$ cat config.mk
export PLATFORM = sky130hd
export DESIGN_NAME = apb_i2c_csr_flat
export DESIGN_NICKNAME = d
export VERILOG_FILES = /design/src/rtl/apb_i2c_csr_if.sv /design/src/rtl/apb_i2c_csr.sv /design/src/flat_wrapper.sv
export SDC_FILE = /design/constraint.sdc
export NUM_CORES = 1
export LEC_CHECK = 0
export CORE_MARGIN = 2
export CORE_UTILIZATION = 35
export CTS_BUF_LIST = sky130_fd_sc_hd__clkbuf_8 sky130_fd_sc_hd__clkbuf_16
export CTS_CLUSTER_SIZE = 30
export DETAILED_ROUTE_END_ITERATION = 16
export MAX_ROUTING_LAYER = met4
export PLACE_DENSITY = 0.55
export SYNTH_ARGS = -nofsm -noshare
export SYNTH_HDL_FRONTEND = slang
export SYNTH_SLANG_ARGS = --single-unit
$ cat constraint.sdc
create_clock -name PCLK -period 3.25 [get_ports PCLK]
set_input_delay 0.4875 -clock PCLK [delete_from_list [all_inputs] [get_ports PCLK]]
set_output_delay 0.4875 -clock PCLK [all_outputs]
set_load 0.02 [all_outputs]
$ cat src/rtl/apb_i2c_csr_if.sv
// apb_i2c_csr_if: APB slave bus bundle for the I2C CSR block
interface apb_i2c_csr_if;
  logic        PSEL;
  logic        PENABLE;
  logic        PWRITE;
  logic [31:0] PADDR;
  logic [31:0] PWDATA;
  logic [31:0] PRDATA;
  logic        PREADY;
  logic        PSLVERR;
  modport master(output PSEL, PENABLE, PWRITE, PADDR, PWDATA, input PRDATA, PREADY, PSLVERR);
  modport slave(input PSEL, PENABLE, PWRITE, PADDR, PWDATA, output PRDATA, PREADY, PSLVERR);
endinterface

$ cat src/rtl/apb_i2c_csr.sv
// apb_i2c_csr: APB register block with TX/RX FIFOs, sticky status and PSLVERR for the I2C byte engine
module apb_i2c_csr #(
  parameter int TX_DEPTH = 8,
  parameter int RX_DEPTH = 8
) (
  input  logic               PCLK,
  input  logic               PRESET,
  apb_i2c_csr_if.slave       apb,
  output logic [7:0]         i2c_addr,
  output logic [7:0]         i2c_cnt,
  output logic               i2c_start,
  output logic [7:0]         tx_data,
  output logic               tx_empty,
  input  logic               tx_rd,
  input  logic [7:0]         rx_data,
  output logic               rx_full,
  input  logic               rx_wr,
  input  logic               i2c_busy,
  input  logic               i2c_done,
  input  logic               i2c_nack,
  output logic               irq
);
  localparam int TAW = $clog2(TX_DEPTH);
  localparam int RAW = $clog2(RX_DEPTH);
  logic [7:0]     tx_mem [TX_DEPTH];
  logic [7:0]     rx_mem [RX_DEPTH];
  logic [TAW-1:0] tx_wp, tx_rp;
  logic [RAW-1:0] rx_wp, rx_rp;
  logic [TAW:0]   tx_lvl;
  logic [RAW:0]   rx_lvl;
  logic           irq_en, done, nack;
  logic [2:0]     sel;
  logic           acc, wr, rd, err, tx_full, rx_empty;
  logic           tx_push, tx_pop, rx_push, rx_pop, ctrl_we, cnt_we, go, clr_done, clr_nack;
  logic [31:0]    status;
  logic           unused;
  assign unused = ^{apb.PADDR[31:5], apb.PADDR[1:0], apb.PWDATA[31:10]};
  always_comb begin
    sel      = apb.PADDR[4:2];
    acc      = apb.PSEL & apb.PENABLE;
    wr       = acc & apb.PWRITE;
    rd       = acc & ~apb.PWRITE;
    tx_full  = tx_lvl == (TAW+1)'(TX_DEPTH);
    tx_empty = tx_lvl == '0;
    rx_full  = rx_lvl == (RAW+1)'(RX_DEPTH);
    rx_empty = rx_lvl == '0;
    // a rejected access must leave every piece of state untouched
    err      = acc & ((sel > 3'd4) |
                      (sel == 3'd1 & (~apb.PWRITE | tx_full)) |
                      (sel == 3'd2 & (apb.PWRITE | rx_empty)) |
                      (sel == 3'd0 & apb.PWRITE & apb.PWDATA[9] & i2c_busy));
    ctrl_we  = wr & ~err & sel == 3'd0;
    cnt_we   = wr & sel == 3'd3;
    go       = ctrl_we & apb.PWDATA[9];
    tx_push  = wr & ~err & sel == 3'd1;
    tx_pop   = tx_rd & ~tx_empty;
    rx_push  = rx_wr & ~rx_full;
    rx_pop   = rd & ~err & sel == 3'd2;
    clr_done = go | (wr & sel == 3'd4 & apb.PWDATA[0]);
    clr_nack = go | (wr & sel == 3'd4 & apb.PWDATA[1]);
    status   = {8'h0, 8'(rx_lvl), 8'(tx_lvl), 1'b0, rx_empty, rx_full, tx_empty, tx_full, i2c_busy, nack, done};
    apb.PRDATA = (~rd | err)     ? 32'h0 :
                 (sel == 3'd0)   ? {22'h0, irq_en, i2c_addr} :
                 (sel == 3'd2)   ? {24'h0, rx_mem[rx_rp]} :
                 (sel == 3'd3)   ? {24'h0, i2c_cnt} :
                 (sel == 3'd4)   ? status : 32'h0;
  end
  assign apb.PREADY  = 1'b1;
  assign apb.PSLVERR = err;
  assign tx_data     = tx_mem[tx_rp];
  assign irq         = irq_en & (done | nack);
  always_ff @(posedge PCLK) begin
    if (tx_push) tx_mem[tx_wp] <= apb.PWDATA[7:0];
    if (rx_push) rx_mem[rx_wp] <= rx_data;
  end
  always_ff @(posedge PCLK) begin
    if (PRESET) begin
      i2c_addr  <= '0;
      irq_en    <= 1'b0;
      i2c_cnt   <= '0;
      i2c_start <= 1'b0;
      done      <= 1'b0;
      nack      <= 1'b0;
      tx_wp     <= '0;
      tx_rp     <= '0;
      tx_lvl    <= '0;
      rx_wp     <= '0;
      rx_rp     <= '0;
      rx_lvl    <= '0;
    end else begin
      if (ctrl_we) {irq_en, i2c_addr} <= apb.PWDATA[8:0];
      if (cnt_we) i2c_cnt <= apb.PWDATA[7:0];
      i2c_start <= go;
      // a new engine event wins over a clear in the same cycle
      done      <= i2c_done | (done & ~clr_done);
      nack      <= i2c_nack | (nack & ~clr_nack);
      if (tx_push) tx_wp <= tx_wp + TAW'(1);
      if (tx_pop) tx_rp <= tx_rp + TAW'(1);
      tx_lvl    <= tx_lvl + (TAW+1)'(tx_push) - (TAW+1)'(tx_pop);
      if (rx_push) rx_wp <= rx_wp + RAW'(1);
      if (rx_pop) rx_rp <= rx_rp + RAW'(1);
      rx_lvl    <= rx_lvl + (RAW+1)'(rx_push) - (RAW+1)'(rx_pop);
    end
  end
endmodule

$ cat src/flat_wrapper.sv
// flat-port wrapper written by rule: the top's interface ports become plain ports
module apb_i2c_csr_flat 
#(
  parameter int TX_DEPTH = 8,
  parameter int RX_DEPTH = 8
)
  (PCLK, PRESET, i2c_addr, i2c_cnt, i2c_start, tx_data, tx_empty, tx_rd, rx_data, rx_full, rx_wr, i2c_busy, i2c_done, i2c_nack, irq, apb_PSEL, apb_PENABLE, apb_PWRITE, apb_PADDR, apb_PWDATA, apb_PRDATA, apb_PREADY, apb_PSLVERR);
  apb_i2c_csr_if apb_i ();
  input  logic PCLK;
  input  logic PRESET;
  output logic [7:0] i2c_addr;
  output logic [7:0] i2c_cnt;
  output logic i2c_start;
  output logic [7:0] tx_data;
  output logic tx_empty;
  input  logic tx_rd;
  input  logic [7:0] rx_data;
  output logic rx_full;
  input  logic rx_wr;
  input  logic i2c_busy;
  input  logic i2c_done;
  input  logic i2c_nack;
  output logic irq;
  input wire logic [$bits(apb_i.PSEL)-1:0] apb_PSEL;
  input wire logic [$bits(apb_i.PENABLE)-1:0] apb_PENABLE;
  input wire logic [$bits(apb_i.PWRITE)-1:0] apb_PWRITE;
  input wire logic [$bits(apb_i.PADDR)-1:0] apb_PADDR;
  input wire logic [$bits(apb_i.PWDATA)-1:0] apb_PWDATA;
  output wire logic [$bits(apb_i.PRDATA)-1:0] apb_PRDATA;
  output wire logic [$bits(apb_i.PREADY)-1:0] apb_PREADY;
  output wire logic [$bits(apb_i.PSLVERR)-1:0] apb_PSLVERR;
  assign apb_i.PSEL = apb_PSEL;
  assign apb_i.PENABLE = apb_PENABLE;
  assign apb_i.PWRITE = apb_PWRITE;
  assign apb_i.PADDR = apb_PADDR;
  assign apb_i.PWDATA = apb_PWDATA;
  assign apb_PRDATA = apb_i.PRDATA;
  assign apb_PREADY = apb_i.PREADY;
  assign apb_PSLVERR = apb_i.PSLVERR;
  apb_i2c_csr #(.TX_DEPTH(TX_DEPTH), .RX_DEPTH(RX_DEPTH)) u_core (.PCLK(PCLK), .PRESET(PRESET), .apb(apb_i), .i2c_addr(i2c_addr), .i2c_cnt(i2c_cnt), .i2c_start(i2c_start), .tx_data(tx_data), .tx_empty(tx_empty), .tx_rd(tx_rd), .rx_data(rx_data), .rx_full(rx_full), .rx_wr(rx_wr), .i2c_busy(i2c_busy), .i2c_done(i2c_done), .i2c_nack(i2c_nack), .irq(irq));
endmodule
* After elaboration in Yosys (flattened, before gate mapping)
Memories as Yosys holds them, arrays and structs flattened. A register that Yosys moved wholly into a read port is not among the register bits. Cells that the tools add are included.
Cells by class: bitwise gates (word level) 42, $mul 0, reductions and logical operators 3, add/sub/neg operators 8, magnitude comparators 1, shifts and indexed selects 0, eq/ne operators 6, div/mod/pow operators 0, multiplexer cells 13
Operators with widths (count):
- $mux W32 | 4
- $and A1 B1 Y1 | 24
- $mux W20 | 1
- $add A3 B1 Y3 const B | 4
- $mux W3 | 4
- $or A1 B1 Y1 | 11
- $add A4 B1 Y4 | 2
- $eq A4 B4 Y1 const B | 2
- $logic_not A4 Y1 | 2
- $sub A4 B1 Y4 | 2
- $not A1 Y1 | 7
- $eq A3 B2 Y1 const B | 2
- $mux W1 | 4
- $eq A3 B1 Y1 const B | 1
- $eq A3 B3 Y1 const B | 1
- $gt A3 B3 Y1 const B | 1
- $logic_not A3 Y1 | 1
Word-level totals: RAM bits 128, bits in registers 40, ROM bits 0, latch bits 0, bits of input ports 82, memories 2
Memory list:
- u_core.rx_mem | words 8, width 8, read ports 1, clocked after memory_dff 1, wr ports 1, line apb_i2c_csr.sv:26 | logic [7:0] rx_mem [RX_DEPTH];
- u_core.tx_mem | words 8, width 8, read ports 1, clocked after memory_dff 1, wr ports 1, line apb_i2c_csr.sv:25 | logic [7:0] tx_mem [TX_DEPTH];

* Logic depth before layout (Yosys ltp)
depth in word-level cells 15, depth in mapped cells 12, mapped depth without buffers 12

* Least setup slack after synthesis
No wires, ideal clock.
path type input -> output, start input apb_PADDR[3], end output apb_PRDATA[7], data required time 2762 ps, slack 752 ps, stages on the path 6, arrival time 2010 ps, path through buf_4 or2_1 clkbuf_1 a21oi_1 o21ai_2 nor4_1
Between the ends: cells in the longest elaborated chain, start to end 8, elaborated cells between the ends (all ways) 19, those cells by class 1 x order compare; 3 x eq/ne; 4 x mux; 10 x bitwise; 1 x reduce/logical
Ends and longest elaborated chain:
- from (decl) | line flat_wrapper.sv:27 | input wire logic [$bits(apb_i.PADDR)-1:0] apb_PADDR;
- parallel branches: the longest is 7 deep, another holds $gt A3 B3 Y1
- $mux W32 * | line apb_i2c_csr.sv:62 | apb.PRDATA = (~rd | err) ? 32'h0 :
- to (decl) | line flat_wrapper.sv:29 | output wire logic [$bits(apb_i.PRDATA)-1:0] apb_PRDATA;
Every way passes the cells marked *.

* Worst setup path in the final report
start input apb_PADDR[3], end output apb_PRDATA[9]
Same word-level chain as after synthesis.

==> results_dict.tcl <==
set metrics [dict create \
    cts_tree "built" \
    clkTransAtPathRegs_ps 70 \
    worst_path_max_delay_cell "clkdlybuf4s50_1" \
    max_freq_mhz 319 \
    finalMaxSlewViolations 0 \
    fin_crit_ps 3140 \
    critPathMaxStageDelay_ps 600 \
    status "finished, final reports clean" \
    worst_pin_slew_ps 826 \
    dr.pass1.iters 4 \
    arrival_ps 2650 \
    clock_skew_ps 12.2 \
    cp.depth 7 \
    io_buffers 75 \
    drcViolationCount 0 \
    seq_power_share_pct 46.3 \
    power_switching_mw 1.49 \
    netlist_area_sq_mm 0.00750 \
    yosys_warnings 0 \
    wl_per_cell_um 17.5 \
    grt_pass1_vias 4585 \
    hold_violations 0 \
    ir_drop_v 0.000361 \
    crit_chain "clkdlybuf4s50_1 -> buf_4 -> nor3b_2 -> buf_4 -> nor2b_2 -> and2_1 -> clkdlybuf4s50_1" \
    drt_iter0_drc 239 \
    ys_ff_latch 174 \
    cp_max_fo 12 \
    maxCapViolations 0 \
    grt_max_degree 45 \
    ff2ff_path_depth 12 \
    vias 4467 \
    cp-end-kind "output pin" \
    postRouteAntennaNets 0 \
    swShare_pct 27.1 \
    numClockSinks 174 \
    synth-main-ff-cell "edfxtp_1" \
    power_leakage_nw 3.34 \
    antenna_found_initial 1 \
    num_io_pins 144 \
    critical_path.top_delay_family "buffers and inverters" \
    wirelength_um 16200 \
    cts.hold.buffers_added 0 \
    power.share.combinational_pct 19.9 \
    rsz0062_at_grt "false" \
    setup_ws_ps 113 \
    grt_usage_pct 15.3 \
    p_int_mw 4.01 \
    hold_path_depth 2 \
    powerDensity_mw_per_mm2 591 \
    min_path_type "flop to flop" \
    synth-edff-count 128 \
    fin_nets 736 \
    post-place-ws_ps -152 \
    crit_buf_inv 4 \
    synth.distinct_cells 52 \
    p_total_mw 5.50 \
    cts.path.max_buffers 2 \
    yosysSeqAreaShare_pct 63.5 \
    async_reset_ff_share_pct 0 \
    die_h_um 150 \
    chipWidth_um 150 \
    overflow 0 \
    hp-start "u_core.tx_rp[1]" \
    coreArea_sq_mm 0.0210 \
    fin_util_pct 44.3 \
    clockPowerShare_pct 33.8 \
    area_delta_synth_final_pct 24.0 \
    rr_startpoint "u_core.tx_lvl[2]" \
    netlist_instances 526 \
    cts_buffers 17 \
    core.rowCount 53 \
    whs_ps 500 \
    syn_area_per_cell_sq_um 14.3 \
    dp_hpwl_um 11700 \
    via_per_inst 4.82 \
    relSlewSlack_pct 44.9 \
    stdcell_count 926 \
    placed_cells 892 \
    cp-start-kind "input pin" \
    final-setup-viol-count 0 \
    die_area_sq_mm 0.0226 \
    grt_pass1_wl_um 25000 \
    drive_gt1_share_pct 19.8 \
    required_ps 2760 \
    initial_core_util_pct 35.7 \
    cts_root_buf "clkbuf_16" \
    gp_congestion 0.787 \
    min_period_over_period_pct 96.5 \
    critPathLaunch "apb_PADDR[3]" \
    clk_latency_ps 430 \
    h-tree-depth 4 \
    worstSetupPathType "input pin to output pin" \
]
==> flip-flops by register name (all words and copies together) (netlist names), named ones only <==
name              flops
u_core.rx_lvl         4
u_core.tx_mem        64
u_core.rx_rp          3
u_core.i2c_start      1
u_core.tx_lvl         4
u_core.tx_wp          3
u_core.irq_en         1
u_core.i2c_addr       8
u_core.rx_mem        64
u_core.tx_rp          3
u_core.rx_wp          3
u_core.nack           1
u_core.done           1
u_core.i2c_cnt        8
==> layout make-up <==
| type | instances | area [sq um] |
|---|---|---|
| antenna | 1 | 2.50 |
| clock buffer | 17 | 425 |
| clock inverter | 15 | 115 |
| fill | 1884 | 11700 |
| inverter | 18 | 67.6 |
| multi-input combinational | 306 | 2490 |
| sequential | 174 | 4770 |
| tap | 275 | 344 |
| timing repair buffer | 120 | 1090 |
==> worst register-to-register path, delay by kind of cell (launching register included) <==
family                     cells  cell delay, ps
adders and majority gates      4            1020
buffers and inverters          4             270
DFF                            1             310
and+or+nand+nor                3             740
xor gates and xnor gates       1             170
==> per-layer routing <==
layer / vias up / track usage, % / share of wire [%]
met1: 2236 / 18.2 / 43
li1: 2130 / - / -
met3: 14 / 3.00 / 2.9
met5: - / - / 0
met4: 0 / 5.09 / 1.6
met2: 87 / 26.0 / 52
==> cells in the mapped netlist (2+ instances only) <==
library cell    n  share of area [%]
mux2i_1        38                5.1
nand2b_1        5               0.42
nor3_2          2               0.27
a211oi_1        7               0.70
dfxtp_1        46                 12
nand2_1        20                1.0
clkbuf_1       10               0.50
mux4_2         24                7.2
nor2b_1         9               0.75
a21oi_1        22                1.5
xnor2_1         5               0.58
buf_4          21                2.1
mux2_2          8                1.2
fa_1            2               0.53
xor2_1          6               0.70
o21bai_1        3               0.30
a31oi_1         3               0.25
nor4_1          2               0.17
buf_1           4               0.20
or3b_1          2               0.23
nand3_1        14               0.93
nand4_1         5               0.42
and2_1          8               0.67
nor2_1         54                2.7
a21o_1          2               0.20
edfxtp_1      128                 51
ha_1           15                2.5
a22oi_1         4               0.40
nor3_1          7               0.47
or2_1           2               0.17
inv_1          16               0.80
or3b_2          2               0.23
inv_2           2               0.10
buf_2           5               0.33
conb_1          2               0.10
buf_6           3               0.45
nor3b_2         3               0.50
==> timing repair <==
item	CTS	global route
gates resized for setup	12	8
endpoints found under the setup margin	14	12
setup buffers	1	0
==> logic make-up after synthesis <==
logic type / share of synthesized area (%)
flip-flops: 63.5
AND/OR/NAND/NOR: 9.98
multiplexers: 13.5
buffers and inverters: 4.49
AO/OA/AOI/OAI: 4.12
adder cells (fa/ha/maj): 3.04
XOR/XNOR: 1.28
other: 0.100
==> path summary, 6_finish.rpt <==
path / to / slack (ps)
hold reg to reg: flop / 500
hold / removal: flop / 500
setup reg to reg: u_core.tx_lvl[2] / 600
setup / recovery: apb_PRDATA[9] / 110
==> power by group through the flow <==
stage	combinational (mW)	clock [mW]	sequential, mW
finish	1.09	1.86	2.55
global route	1.22	1.98	2.55
CTS	1.11	1.90	2.55
detailed placement	1.10	0	2.59
global placement	1.08	0	2.59
floorplan	0.764	0	2.57
==> placed cells by master, fill, tap and decap left out, types with 5 or more instances in the layout <==
cell type / instances
dlymetal6s2s_1: 6
nor2b_1: 8
a21oi_1: 22
nand3_1: 14
mux2i_1: 38
clkdlybuf4s50_1: 63
xor2_1: 6
conb_1: 17
buf_4: 45
and2_1: 8
mux2_2: 8
nor2_1: 54
edfxtp_1: 128
dfxtp_1: 43
a211oi_1: 6
ha_1: 15
nand2b_1: 5
xnor2_1: 5
mux4_2: 24
nor3_1: 7
clkbuf_16: 17
nand4_1: 5
nand2_1: 20
inv_1: 17
==> per-stage QoR <==
stage                     cell area, sq um  TNS, ps
after global routing                  9300        0
final                                 9300        0
after detailed placement              8710    -1190
after floorplan                       7560        0
after CTS                             9280        0
after global placement                8710     -612
Note: power is estimated with default switching activity, not from simulation.
